$ cat src/rtl/vga_capture.sv
// vga_capture: receive-side VGA timing recovery. Registers the incoming
// HSYNC/VSYNC/RGB332 pins once, rebuilds the (h, v) raster position from the
// sync falling edges, verifies line and frame lengths, and emits one framebuffer
// write per active pixel once the timing has been seen to be consistent.
`timescale 1ns/1ps

module vga_capture #(
    parameter int H_ACTIVE = 640,
    parameter int H_FP     = 16,
    parameter int H_SYNC   = 96,
    parameter int H_BP     = 48,
    parameter int V_ACTIVE = 480,
    parameter int V_FP     = 10,
    parameter int V_SYNC   = 2,
    parameter int V_BP     = 33
) (
    input  logic       PIX_CLK,
    input  logic       RST_N,
    input  logic       HSYNC,
    input  logic       VSYNC,
    input  logic [2:0] Red,
    input  logic [2:0] Green,
    input  logic [1:0] Blue,
    output logic [9:0] PIX_POS_X,
    output logic [9:0] PIX_POS_Y,
    output logic [7:0] PIX_COLOR,
    output logic       PIX_WE,
    output logic       FRAME_START,
    output logic       LOCKED
);

    localparam int H_TOTAL = H_ACTIVE + H_FP + H_SYNC + H_BP;
    localparam int V_TOTAL = V_ACTIVE + V_FP + V_SYNC + V_BP;

    localparam logic [9:0] H_LAST_POS = 10'(H_TOTAL - 1);
    localparam logic [9:0] V_LAST_POS = 10'(V_TOTAL - 1);
    localparam logic [9:0] H_FIRST    = 10'(H_SYNC + H_BP);
    localparam logic [9:0] H_LAST     = 10'(H_SYNC + H_BP + H_ACTIVE - 1);
    localparam logic [9:0] V_FIRST    = 10'(V_SYNC + V_BP);
    localparam logic [9:0] V_LAST     = 10'(V_SYNC + V_BP + V_ACTIVE - 1);
    localparam logic [9:0] CNT_MAX    = 10'd1023;

    typedef enum logic [1:0] {
        ST_SEARCH = 2'd0,
        ST_CHECK  = 2'd1,
        ST_LOCKED = 2'd2
    } state_e;

    // Stage-1 pin registers and the previous-sample copies used for edge detection
    logic       hs1_q, vs1_q;
    logic [7:0] rgb1_q;
    logic       hs_prev_q, vs_prev_q;

    // Raster position of the previous stage-1 sample and the pending-frame flag
    logic [9:0] h_q, h_d;
    logic [9:0] v_q, v_d;
    logic       pend_q, pend_d;

    state_e     state_q, state_d;

    // Output registers
    logic [9:0] x_q, x_d;
    logic [9:0] y_q, y_d;
    logic [7:0] color_q, color_d;
    logic       we_q, we_d;
    logic       fs_q, fs_d;
    logic       locked_q, locked_d;

    // Decode signals for the current stage-1 sample
    logic       hs_fall, vs_fall, pend_eff, v_rst;
    logic [9:0] h_inc, v_inc;
    logic       line_err, frame_err, tmo_err, any_err, active;

    // Stage 1: sample the pins once; syncs idle high so a reset never fakes an edge
    always_ff @(posedge PIX_CLK or negedge RST_N) begin
        if (!RST_N) begin
            hs1_q     <= 1'b1;
            vs1_q     <= 1'b1;
            rgb1_q    <= 8'd0;
            hs_prev_q <= 1'b1;
            vs_prev_q <= 1'b1;
        end else begin
            hs1_q     <= HSYNC;
            vs1_q     <= VSYNC;
            rgb1_q    <= {Red, Green, Blue};
            hs_prev_q <= hs1_q;
            vs_prev_q <= vs1_q;
        end
    end

    // Position recovery, timing checks and write decision for this sample
    always_comb begin
        hs_fall  = hs_prev_q & ~hs1_q;
        vs_fall  = vs_prev_q & ~vs1_q;
        // A VSYNC edge landing on the same sample as the HSYNC edge still starts the frame
        pend_eff = pend_q | vs_fall;
        v_rst    = hs_fall & pend_eff;

        h_inc = (h_q == CNT_MAX) ? CNT_MAX : h_q + 10'd1;
        v_inc = (v_q == CNT_MAX) ? CNT_MAX : v_q + 10'd1;

        h_d    = hs_fall ? 10'd0 : h_inc;
        v_d    = hs_fall ? (pend_eff ? 10'd0 : v_inc) : v_q;
        pend_d = hs_fall ? 1'b0 : pend_eff;

        line_err  = hs_fall & (h_q != H_LAST_POS);
        frame_err = v_rst & (v_q != V_LAST_POS);
        tmo_err   = (h_d == CNT_MAX) | (v_d == CNT_MAX);
        any_err   = line_err | frame_err | tmo_err;

        active = (h_d >= H_FIRST) && (h_d <= H_LAST) &&
                 (v_d >= V_FIRST) && (v_d <= V_LAST);

        // Writes follow the lock state held before this sample is judged
        we_d    = active & (state_q == ST_LOCKED) & ~any_err;
        fs_d    = we_d & (h_d == H_FIRST) & (v_d == V_FIRST);
        x_d     = we_d ? (h_d - H_FIRST) : x_q;
        y_d     = we_d ? (v_d - V_FIRST) : y_q;
        color_d = we_d ? rgb1_q : color_q;
    end

    // Lock FSM: one frame to start checking, one clean frame to lock
    always_comb begin
        state_d = state_q;
        case (state_q)
            ST_SEARCH: begin
                if (v_rst) state_d = ST_CHECK;
            end
            ST_CHECK: begin
                if (any_err)    state_d = ST_SEARCH;
                else if (v_rst) state_d = ST_LOCKED;
            end
            ST_LOCKED: begin
                if (any_err) state_d = ST_SEARCH;
            end
            default: state_d = ST_SEARCH;
        endcase
        locked_d = (state_d == ST_LOCKED);
    end

    // Counter, pending flag and FSM state registers
    always_ff @(posedge PIX_CLK or negedge RST_N) begin
        if (!RST_N) begin
            h_q     <= 10'd0;
            v_q     <= 10'd0;
            pend_q  <= 1'b0;
            state_q <= ST_SEARCH;
        end else begin
            h_q     <= h_d;
            v_q     <= v_d;
            pend_q  <= pend_d;
            state_q <= state_d;
        end
    end

    // Output register stage; coordinates and color hold between writes
    always_ff @(posedge PIX_CLK or negedge RST_N) begin
        if (!RST_N) begin
            x_q      <= 10'd0;
            y_q      <= 10'd0;
            color_q  <= 8'd0;
            we_q     <= 1'b0;
            fs_q     <= 1'b0;
            locked_q <= 1'b0;
        end else begin
            x_q      <= x_d;
            y_q      <= y_d;
            color_q  <= color_d;
            we_q     <= we_d;
            fs_q     <= fs_d;
            locked_q <= locked_d;
        end
    end

    assign PIX_POS_X   = x_q;
    assign PIX_POS_Y   = y_q;
    assign PIX_COLOR   = color_q;
    assign PIX_WE      = we_q;
    assign FRAME_START = fs_q;
    assign LOCKED      = locked_q;

endmodule

$ cat config.mk
export PLATFORM = sky130hd
export DESIGN_NAME = vga_capture
export DESIGN_NICKNAME = d
export VERILOG_FILES = /design/src/rtl/vga_capture.sv
export SDC_FILE = /design/constraint.sdc
export NUM_CORES = 1
export LEC_CHECK = 0
export ABC_CLOCK_PERIOD_IN_PS = 3900
export CORE_MARGIN = 2
export CORE_UTILIZATION = 40
export DETAILED_ROUTE_END_ITERATION = 6
export GPL_ROUTABILITY_DRIVEN = 0
export GPL_TIMING_DRIVEN = 0
export PLACE_DENSITY = 0.69
export SLEW_MARGIN = 20
export SYNTH_ARGS = -nofsm -noshare
export SYNTH_HDL_FRONTEND = slang
export SYNTH_SLANG_ARGS = --single-unit
$ cat constraint.sdc
create_clock -name PIX_CLK -period 3.9 [get_ports PIX_CLK]
set_clock_uncertainty 0.2 [all_clocks]
set_input_delay 0.78 -clock PIX_CLK [delete_from_list [all_inputs] [get_ports PIX_CLK]]
set_output_delay 0.78 -clock PIX_CLK [all_outputs]
set_load 0.01 [all_outputs]
==> flow_summary.yaml, run 1 <==
clocking:
  cts_tree: "done"
  cts.sinks: 66
  clockRootBuffer: "clkbuf_8"
  htreeDepth: 3
  cts_buffers: 9
  cts.clk_slew.worst_paths_ns: 0.08
  clock_latency_ns: 0.34
  hold_buffers: 0
  cts_max_path_buffers: 2
cells_and_area:
  finalInstanceArea_um2: 4250
  syn_to_final_growth_pct: 23.1
  layout.nets: 381
  drive_above_1_share: 0.191
  fin_cells: 471
  utilization: 0.513
  n_antenna_cell: 0
  fillers: 705
global_route:
  grt_pass1_vias: 2586
  antenna_found_initial: 0
  grt_first_pass_wirelength_mm: 12.8
  grt_max_degree: 36
  gr-total-overflow: 0
  track_usage: 0.167
sta:
  worstMarginPinSlew_ns: 0.562
  fin_ws_ns: 0.403
  hold_violations: 0
  max_freq_mhz: 286
  finalSetupViolCount: 0
  finalMaxSlewViolations: 0
  fin_crit_sh: 0.897
  fin_crit_ns: 3.50
  slew_headroom: 0.622
  rsz0062_at_grt: "no"
placed_design:
  dp_slack_ns: 0.0395
  place_inst: 456
  hpwlAfterDp_mm: 5.42
  placed_area_um2: 4030
  portBuffers: 42
die:
  start_util: 0.417
  die_h_um: 97.0
  die-area_um2: 9400
  die_w_um: 97.0
  rows: 33
  coreArea_um2: 8300
  ioPinCount: 43
worst_setup_path:
  critPathKind: "register to register"
  cp-start-kind: "register"
  crit_path_max_fanout: 10
  crit_arrival_ns: 3.52
  end_kind: "register"
  crit_required_ns: 3.92
route:
  firstDrtPassIters: 4
  drt-total-wl_mm: 7.36
  ant_nets: 0
  avgViaCountPerCell: 5.39
  drc_errors: 0
  drtIter0Drc: 101
  wl_per_cell_um: 15.6
  vias: 2538
synthesis:
  synth_edf_count: 0
  synth_area_per_cell_um2: 11.2
  yosys_register_bits: 66
  yosysSeqAreaShare: 0.479
  ys_types: 59
  synth_ff_type: "dfrtp_1"
  synthCells: 308
  async_flop_share: 1.00
  syn_nets: 328
  yosys_warnings: 0
  synth_area_um2: 3460
power:
  p_leak_nw: 2.00
  ir_worst_vdd_uv: 232
  powerDensity_nw_per_um2: 391
run_status:
  status: "finished clean"
worst_hold_path:
  hold_path.class: "input port to async pin"
run:
  cap_violations: 0
power breakdown:
part / internal [mW] / switching [mW] / leakage, nW
Combinational: 0.107 / 0.151 / 1.00
Sequential: 0.723 / 0.0360 / 0.879
Clock: 0.378 / 0.268 / 0.112
Total: 1.21 / 0.454 / 2.00
cells in the mapped netlist, types with 5 or more instances:
cell,number,share of area
nand2_1,25,0.027
mux2_4,26,0.11
xor2_1,8,0.020
nand2b_1,6,0.011
nor2_1,15,0.016
xnor2_1,6,0.015
buf_6,5,0.016
a31oi_1,6,0.011
nand4_1,6,0.011
nand3_1,15,0.022
dfrtp_1,62,0.45
inv_1,16,0.017
ha_1,8,0.029
a21oi_1,11,0.016
o21ai_0,10,0.014
nor3_1,7,0.010
placed cells by master (no fill, tap or decap), types with 3 or more instances in the layout:
cell / count
o21a_1: 4
and2_1: 3
a21oi_1: 11
o31ai_1: 4
buf_2: 4
nor2_1: 15
or3_1: 3
xnor2_1: 6
a31oi_1: 6
dfstp_2: 4
clkdlybuf4s50_1: 41
nand2b_1: 6
mux2i_1: 3
dfrtp_1: 62
o211ai_1: 4
nand4_1: 6
clkbuf_1: 3
nand2_1: 25
clkbuf_8: 10
a41oi_1: 3
mux2_4: 26
o21ai_0: 10
buf_6: 5
nor3_1: 7
ha_1: 8
buf_4: 3
inv_1: 16
xor2_1: 8
nand3_1: 15
per-layer routing:
layer / vias up / share of wire / global-route usage
li1: 1220 / - / -
met1: 1224 / 0.43 / 0.211
met2: 83 / 0.50 / 0.286
met3: 11 / 0.051 / 0.0340
met4: 0 / 0.012 / 0.0563
met5: - / 0 / 0
area by class of cell:
| class | instances | area, um2 | share of cell area |
|---|---|---|---|
| Inverter | 16 | 60.1 | 0.0141 |
| Buffer | 14 | 103 | 0.0241 |
| Clock buffer | 10 | 138 | 0.0324 |
| Sequential cell | 66 | 1660 | 0.389 |
| Clock inverter | 6 | 90.1 | 0.0212 |
| Tap cell | 105 | 131 | 0.0309 |
| Multi-Input combinational cell | 211 | 1640 | 0.385 |
| Timing Repair Buffer | 43 | 438 | 0.103 |
state kept, by name, summed over array words and instances (netlist names):
| signal | count |
|---|---|
| pend_q | 1 |
| state_q | 2 |
| hs_prev_q | 1 |
| PIX_WE | 1 |
| h_q | 10 |
| vs1_q | 1 |
| FRAME_START | 1 |
| PIX_COLOR | 8 |
| LOCKED | 1 |
| hs1_q | 1 |
| vs_prev_q | 1 |
| PIX_POS_X | 10 |
| rgb1_q | 8 |
| PIX_POS_Y | 10 |
| v_q | 10 |
critical path, stage by stage (launching register included):
cell and delay, ns:
dfrtp_1 0.45, ha_1 0.26, nand4_1 0.17, or3_1 0.40
buf_2 0.17, a21oi_1 0.30, inv_1 0.11, ha_1 0.20
and4_4 0.15, o21a_1 0.17, o221ai_2 0.25, buf_6 0.24
mux2_4 0.31
what timing repair did:
action,CTS,global route
buffers inserted,0,0
gates resized for setup,1,1
pin swaps,0,0
hold endpoints to repair,0,0
setup endpoints to repair,19,28
path summary, 6_finish.rpt:
kind                        start  cells after the start  slack [ns]            to
max                        h_q[0]                     12        0.40  PIX_POS_Y[0]
min                         RST_N                      1        0.17  PIX_POS_X[5]
max reg2reg                h_q[0]                     12        0.40  PIX_POS_Y[0]
min reg2reg                 vs1_q                      0        0.17     vs_prev_q
max in group asynchronous   RST_N                      2        2.74         vs1_q
min in group PIX_CLK        vs1_q                      0        0.17     vs_prev_q
cells by family after synthesis:
kind of cell               share of synthesized area
xor gates and xnor gates                      0.0355
adders and majority gates                     0.0290
buffers and inverters                         0.0481
muxes                                          0.122
and+or+nand+nor                                0.162
DFF                                            0.479
AOI/OAI and AO/OA                              0.125
stage by stage:
stage | setup TNS (ns) | hold WS [ns] | power [mW]
after floorplan | 0 | 0.154 | 0.944
after global placement | -20.71 | 0.158 | 1.02
after detailed placement | 0 | 0.161 | 1.03
after CTS | 0 | 0.172 | 1.69
after global routing | 0 | 0.182 | 1.76
final | 0 | 0.168 | 1.66
(Power assumes the default switching activity.)
==> run 2: changes to the inputs <==
CTS_CLUSTER_SIZE = 8   (was default)
==> results of run 2 <==
Same layout as run 1: the final DEF is identical, and so are final timing and power.
